<file path="config.mk">
export PLATFORM = sky130hd
export DESIGN_NAME = uart_rx_deserializer
export DESIGN_NICKNAME = d
export VERILOG_FILES = /design/src/rtl/uart_rx_deserializer.sv
export SDC_FILE = /design/constraint.sdc
export NUM_CORES = 1
export LEC_CHECK = 0
export ABC_AREA = 1
export ABC_CLOCK_PERIOD_IN_PS = 1400
export CAP_MARGIN = 20
export CORE_UTILIZATION = 40
export DETAILED_ROUTE_END_ITERATION = 8
export PLACE_DENSITY = 0.66
export SKIP_CTS_REPAIR_TIMING = 1
export SYNTH_ARGS = -nofsm -noshare
export SYNTH_HDL_FRONTEND = slang
export SYNTH_SLANG_ARGS = --single-unit
</file>
<file path="constraint.sdc">
create_clock -name clk -period 1.4 [get_ports clk]
set_input_delay 0.28 -clock clk [delete_from_list [all_inputs] [get_ports clk]]
set_output_delay 0.28 -clock clk [all_outputs]
set_load 0.03 [all_outputs]
</file>
<file path="src/rtl/uart_rx_deserializer.sv">
// UART receive front end: synchronizes the serial line, detects the start bit on the
// oversampling tick, assembles DATA_BITS data bits LSB first and samples the stop bit.
module uart_rx_deserializer #(
    parameter int DATA_BITS  = 8,
    parameter int OVERSAMPLE = 16
) (
    input  logic                 clk,
    input  logic                 rst,
    input  logic                 baud_tick,
    input  logic                 rx_in,
    output logic [DATA_BITS-1:0] data_out,
    output logic                 stop_bit_out,
    output logic                 chk_stop,
    output logic                 rx_busy,
    output logic                 start_error
);

    localparam int TICK_W = $clog2(OVERSAMPLE);
    localparam int BIT_W  = $clog2(DATA_BITS + 1);

    localparam logic [TICK_W-1:0] TICK_MID  = TICK_W'(OVERSAMPLE / 2 - 1);
    localparam logic [TICK_W-1:0] TICK_LAST = TICK_W'(OVERSAMPLE - 1);
    localparam logic [BIT_W-1:0]  BIT_LAST  = BIT_W'(DATA_BITS - 1);

    typedef enum logic [1:0] {
        IDLE,
        START,
        DATA,
        STOP
    } state_t;

    state_t                state_reg;
    logic                  rx_meta_reg;
    logic                  rx_s_reg;
    logic [TICK_W-1:0]     tick_cnt_reg;
    logic [BIT_W-1:0]      bit_cnt_reg;
    logic [DATA_BITS-1:0]  shift_reg;

    assign rx_busy = (state_reg != IDLE);

    always_ff @(posedge clk or posedge rst) begin
        if (rst) begin
            rx_meta_reg  <= 1'b1;
            rx_s_reg     <= 1'b1;
            state_reg    <= IDLE;
            tick_cnt_reg <= '0;
            bit_cnt_reg  <= '0;
            shift_reg    <= '0;
            data_out     <= '0;
            stop_bit_out <= 1'b1;
            chk_stop     <= 1'b0;
            start_error  <= 1'b0;
        end else begin
            // The synchronizer runs every clock; only the frame logic waits for baud_tick.
            rx_meta_reg <= rx_in;
            rx_s_reg    <= rx_meta_reg;
            chk_stop    <= 1'b0;
            start_error <= 1'b0;

            if (baud_tick) begin
                case (state_reg)
                    IDLE: begin
                        if (!rx_s_reg) begin
                            state_reg    <= START;
                            tick_cnt_reg <= '0;
                        end
                    end

                    START: begin
                        if (tick_cnt_reg == TICK_MID) begin
                            tick_cnt_reg <= '0;
                            if (!rx_s_reg) begin
                                state_reg   <= DATA;
                                bit_cnt_reg <= '0;
                            end else begin
                                state_reg   <= IDLE;
                                start_error <= 1'b1;
                            end
                        end else begin
                            tick_cnt_reg <= tick_cnt_reg + TICK_W'(1);
                        end
                    end

                    DATA: begin
                        if (tick_cnt_reg == TICK_LAST) begin
                            tick_cnt_reg <= '0;
                            // Shift right so the first bit received ends up in the LSB.
                            shift_reg    <= {rx_s_reg, shift_reg[DATA_BITS-1:1]};
                            bit_cnt_reg  <= bit_cnt_reg + BIT_W'(1);
                            if (bit_cnt_reg == BIT_LAST) begin
                                state_reg <= STOP;
                            end
                        end else begin
                            tick_cnt_reg <= tick_cnt_reg + TICK_W'(1);
                        end
                    end

                    STOP: begin
                        if (tick_cnt_reg == TICK_LAST) begin
                            // Returning to IDLE mid stop bit lets a back-to-back start edge be caught.
                            data_out     <= shift_reg;
                            stop_bit_out <= rx_s_reg;
                            chk_stop     <= 1'b1;
                            state_reg    <= IDLE;
                            tick_cnt_reg <= '0;
                        end else begin
                            tick_cnt_reg <= tick_cnt_reg + TICK_W'(1);
                        end
                    end

                    default: begin
                        state_reg <= IDLE;
                    end
                endcase
            end
        end
    end

endmodule

</file>
==> impl_metrics.yaml, run 1 <==
sta:
  finalHoldViolations: 0
  period_minus_slack_ps: 1400
  final-setup-viol-count: 0
  worstMarginPinSlew_ps: 322
  fmax_mhz: 714
  maxSlewViolCount: 0
  worst_slack_ps: 0.0790
  slew_headroom: 0.785
  finalClockSkew_ps: 4.28
  whs_ps: 288
  fin_setup_tns_ps: 0
  min_period_over_period: 1.00
  grt_setup_unrepaired: "true"
worst_setup_path:
  worstSetupPathType: "reg -> out"
  endpoint_kind: "primary output"
  crit_arrival_ps: 1120
  critPathMaxStageDelay_ps: 470
  cp_top_family: "flip-flops"
  cp_slowest_cell: "dfrtp_2"
  crit_chain: "nor2_4 -> inv_2 -> buf_6"
  required_ps: 1120
  critPathMaxFanout: 6
  cp-start-kind: "register"
  cp.buffers_inverters: 2
logic_synthesis:
  synth_seq_area_share: 0.550
  synth.top_cell.area_share: 0.494
  synth_area_per_cell_um2: 9.21
  synth-seq-cells: 31
  synth_area_leader_cell: "dfrtp_1"
  synth_nets: 160
  syn_inst: 154
  synth_common_cells: "nand2_1 (46), dfrtp_1 (28), inv_1 (18)"
  yosysMostFrequentCell: "nand2_1"
  synth_area_leaders: "dfrtp_1 (49%), nand2_1 (12%), dfstp_2 (5.6%)"
  async_reset_ff_frac: 1.00
  ys.flop_type: "dfrtp_1"
  synth.distinct_cells: 21
  synth_edf_count: 0
  synth_warnings: 0
  synth_area_um2: 1420
finish:
  final_util: 0.552
  fin_nets: 190
  area_delta_synth_final_pct: 31.0
  finalNonFillerCells: 231
  num_antenna_cells: 0
  drive_gt1_frac: 0.292
floorplanning:
  fp.dieH_um: 61.5
  ios: 16
  core_area_um2: 3360
  die_x_um: 61.5
  std_cell_rows: 21
  dieArea_um2: 3790
  start_util: 0.422
global_route:
  grt_pass1_vias: 1030
  grt_pass1_wl_mm: 4.36
  grt_max_degree: 32
  overflow: 0
  grt_usage: 0.163
  antenna_found_initial: 0
route:
  first_pass_iters: 4
  antenna_left: 0
  wl_mm: 2.82
  wire_per_inst_um: 12.2
  dr_total_vias: 1115
  drc: 0
  drt_iter0_drc: 34
  via_per_inst: 4.83
job:
  drv_cap: 0
cts:
  root_buffer: "clkbuf_4"
  clock_latency_ps: 320
  cts_sinks: 31
  path_clk_slew_ps: 90
  htreeDepth: 2
  cts_tree: "done"
  cts-buffers-inserted: 5
  clockBufferDepth: 2
pwr:
  peakVddDrop_v: 0.000577
  p_seq_frac: 0.458
  switching_share: 0.369
  p_leak_uw: 0.00101
  switchingPower_uw: 902
  comb_power_share: 0.342
  internal_power_uw: 1540
  powerDensity_nw_per_um2: 1320
  pwr-share-clk: 0.200
status:
  status: "finished clean"
placed_design:
  post-place-ws_ps: -73.6
  place.gp.congestion: 0.776
  port_buffers: 15
  place_hpwl_mm: 1.86
  place.detailed.instances: 217
hold_path:
  hold_class: "in -> async"
## power by group through the flow
stage / Sequential (uW) / Combinational, uW / Clock, uW
6_report: 1120 / 835 / 489
5_1_grt: 1130 / 914 / 552
4_1_cts: 1110 / 583 / 509
3_5_place_dp: 1120 / 580 / 0
3_3_place_gp: 1120 / 562 / 0
2_1_floorplan: 1080 / 467 / 0
## tightest hold or removal path, delay by kind of cell
kind     cells  cell delay (ps)
buf+inv      3              690
## kinds of logic (layout without fill, tap and decap cells)
kind of cell / after synthesis / in the layout / share of synthesized area
AO/OA/AOI/OAI: 25 / 25 / 0.112
XOR/XNOR: 3 / 3 / 0.0185
adder cells (fa/ha/maj): 2 / 2 / 0.0176
buffers and inverters: 24 / 55 / 0.0733
flip-flops: 31 / 31 / 0.550
AND/OR/NAND/NOR: 69 / 69 / 0.229
## placed cells by master, fill, tap and decap left out, types with 2 or more instances in the layout
| cell | instances |
|---|---|
| clkdlybuf4s50_1 | 3 |
| nor2_1 | 4 |
| nand3_2 | 4 |
| nand2_1 | 43 |
| a21oi_1 | 2 |
| nand3_1 | 8 |
| inv_1 | 16 |
| buf_12 | 4 |
| xor2_1 | 2 |
| o21ai_2 | 9 |
| dfrtp_2 | 2 |
| clkbuf_1 | 2 |
| nand2_2 | 3 |
| dlymetal6s2s_1 | 10 |
| inv_2 | 3 |
| clkbuf_4 | 5 |
| buf_4 | 9 |
| o21ai_1 | 13 |
| dfrtp_1 | 26 |
| dfstp_2 | 3 |
| nor2_2 | 2 |
| nor2_4 | 2 |
## stage by stage
stage	cell area (um2)	power, uW
2_1_floorplan	1420	1540
3_3_place_gp	1690	1680
3_5_place_dp	1690	1710
4_1_cts	1740	2200
5_1_grt	1860	2600
6_report	1860	2450
## worst paths after layout
kind / startpoint / endpoint / slack, ps / depth (start not counted)
setup / recovery: register / rx_busy / 0.08 / 3
hold / removal: rst / bit_cnt_reg[0]$_DFFE_PP0P_ / 290 / 3
setup reg to reg: tick_cnt_reg[0]$_DFFE_PP0P_ / shift_reg[3]$_DFFE_PP0P_ / 30 / 7
hold reg to reg: rx_meta_reg$_DFF_PP1_ / rx_s_reg$_DFF_PP1_ / 360 / 0
max in group asynchronous: rst / rx_s_reg$_DFF_PP1_ / 870 / 3
min in group clk: rx_in / rx_meta_reg$_DFF_PP1_ / 360 / 1
## layout make-up
| type | count | area (um2) |
|---|---|---|
| clock inverters | 1 | 5.00 |
| repair buffers | 27 | 314 |
| well taps | 46 | 57.6 |
| fillers | 318 | 1510 |
| clock buffers | 7 | 45.0 |
| inverters | 20 | 77.6 |
| multi-input cells | 99 | 576 |
| flip-flops and latches | 31 | 782 |
## metal layers
layer / track usage / routed length, um / vias to the layer above
li1: - / - / 545
met1: 0.185 / 1210 / 536
met2: 0.273 / 1460 / 26
met3: 0.0672 / 102 / 8
met4: 0.0603 / 52 / 0
met5: 0 / 0 / -
(Power assumes the default switching activity.)
==> inputs of run 2 (changes only) <==
--- a/config.mk
+++ b/config.mk
@@ -7,7 +7,6 @@
 export LEC_CHECK = 0
 export ABC_AREA = 1
 export ABC_CLOCK_PERIOD_IN_PS = 1400
-export CAP_MARGIN = 20
 export CORE_UTILIZATION = 40
 export DETAILED_ROUTE_END_ITERATION = 8
 export PLACE_DENSITY = 0.66
@@ -15,3 +14,4 @@
 export SYNTH_ARGS = -nofsm -noshare
 export SYNTH_HDL_FRONTEND = slang
 export SYNTH_SLANG_ARGS = --single-unit
+export TNS_END_PERCENT = 20
==> run 2 against run 1 <==
The run now ends with negative setup slack left. Routed wire length is 6.7% lower. Setup slack worse by 72 ps. Critical path type unchanged. Worst hold slack hardly changed. Count of clock-buffer cells in the layout stayed put. Utilization is 2.0 points lower. Final cell count is 2.6% lower. Fmax is 4.9% lower. Via count is 5.4% lower. Register-to-register slack better by 40 ps. Non-clock buffer count is 6 lower.
==> impl_metrics.yaml, run 2 (same netlist as run 1, synthesis figures left out) <==
route:
  via_per_inst: 4.69
  wl_mm: 2.64
  antenna_left: 0
  first_pass_iters: 4
  wire_per_inst_um: 11.7
  drc: 0
  dr_total_vias: 1055
  drt_iter0_drc: 36
floorplanning:
  start_util: 0.422
  std_cell_rows: 21
  fp.dieH_um: 61.5
  die_x_um: 61.5
  dieArea_um2: 3790
  ios: 16
  core_area_um2: 3360
sta:
  worst_slack_ps: -71.9
  period_minus_slack_ps: 1470
  grt_setup_unrepaired: "true"
  fin_setup_tns_ps: -71.9
  finalClockSkew_ps: 4.92
  slew_headroom: 0.785
  fmax_mhz: 679
  final-setup-viol-count: 1
  worstMarginPinSlew_ps: 322
  min_period_over_period: 1.05
  finalHoldViolations: 0
  maxSlewViolCount: 0
finish:
  final_util: 0.532
  multi_input_area_um2: 561
  area_delta_synth_final_pct: 26.3
  n_fill_cell: 326
  num_antenna_cells: 0
  fin_nets: 184
  layout.area.seq_um2: 782
  final_cell_mix: "nand2_1 (45), dfrtp_1 (26), inv_1 (17), o21ai_1 (13), dlymetal6s2s_1 (10)"
  final_common_cell: "nand2_1"
  drive_gt1_frac: 0.251
cts:
  htreeDepth: 2
  root_buffer: "clkbuf_4"
  path_clk_slew_ps: 90
  cts_sinks: 31
  cts-buffers-inserted: 5
  clock_latency_ps: 320
  clockBufferDepth: 2
  cts_tree: "done"
pwr:
  peakVddDrop_v: 0.000556
  switchingPower_uw: 810
  powerDensity_nw_per_um2: 1240
  internal_power_uw: 1420
  switching_share: 0.363
  p_total_uw: 2230
  p_leak_uw: 0.000974
  comb_power_share: 0.273
  p_seq_frac: 0.510
  pwr-share-clk: 0.217
job:
  drv_cap: 0
status:
  violations: "negative setup slack"
  status: "finished with violations"
worst_setup_path:
  required_ps: 1120
  critPathMaxFanout: 6
  crit_arrival_ps: 1190
  cp-start-kind: "register"
  worstSetupPathType: "reg -> out"
  endpoint_kind: "primary output"
global_route:
  grt_usage: 0.163
  grt_pass1_wl_mm: 4.36
  overflow: 0
  antenna_found_initial: 0
  grt_pass1_vias: 1030
  grt_max_degree: 32
placed_design:
  place.gp.congestion: 0.776
  port_buffers: 15
  place_hpwl_mm: 1.86
hold_path:
  hold_class: "in -> async"
[run 2: final cells by class]
class / count / share of cell area
Sequential cell: 31 / 0.437
Clock inverter: 1 / 0.00280
Inverter: 20 / 0.0419
Multi-Input combinational cell: 99 / 0.313
Clock buffer: 7 / 0.0252
Tap cell: 46 / 0.0321
Timing Repair Buffer: 21 / 0.148
[run 2: power by group through the flow]
stage / clock network (uW) / registers [uW] / logic [uW]
after global placement: 0 / 1120 / 562
after global routing: 552 / 1150 / 686
final: 483 / 1140 / 609
after CTS: 509 / 1110 / 583
after detailed placement: 0 / 1120 / 580
after floorplan: 0 / 1080 / 467
[run 2: layer usage]
| layer | up-vias | GRT usage | share of wire |
|---|---|---|---|
| met1 | 494 | 0.185 | 0.44 |
| met3 | 2 | 0.0672 | 0.038 |
| met2 | 22 | 0.273 | 0.52 |
| li1 | 537 | - | - |
| met5 | - | 0 | 0 |
| met4 | 0 | 0.0603 | 0.0046 |
[run 2: metrics by stage]
stage,hold slack (ps),cell area [um2],cells,setup slack [ps]
final,288,1790,225,-71.9
after global routing,282,1790,225,-146
after CTS,283,1740,225,-268
after detailed placement,351,1690,217,-73.6
after global placement,347,1690,217,-56.2
after floorplan,284,1420,154,34.3
[run 2: worst paths after layout]
check / start / to / slack, ps / cells after the start
setup reg to reg: tick_cnt_reg[1]$_DFFE_PP0P_ / shift_reg[3]$_DFFE_PP0P_ / 70 / 7
hold / removal: rst / bit_cnt_reg[0]$_DFFE_PP0P_ / 290 / 3
hold reg to reg: rx_meta_reg$_DFF_PP1_ / rx_s_reg$_DFF_PP1_ / 360 / 0
max in group asynchronous: rst / rx_s_reg$_DFF_PP1_ / 870 / 3
min in group clk: rx_in / rx_meta_reg$_DFF_PP1_ / 360 / 1
setup / recovery: state_reg[0]$_DFFE_PP0P_ / rx_busy / -70 / 3
[run 2: critical path, cell delays in order, from the launching register on]
cell     delay [ps]
dfrtp_2         480
nor2_4          140
inv_1            80
buf_4           170
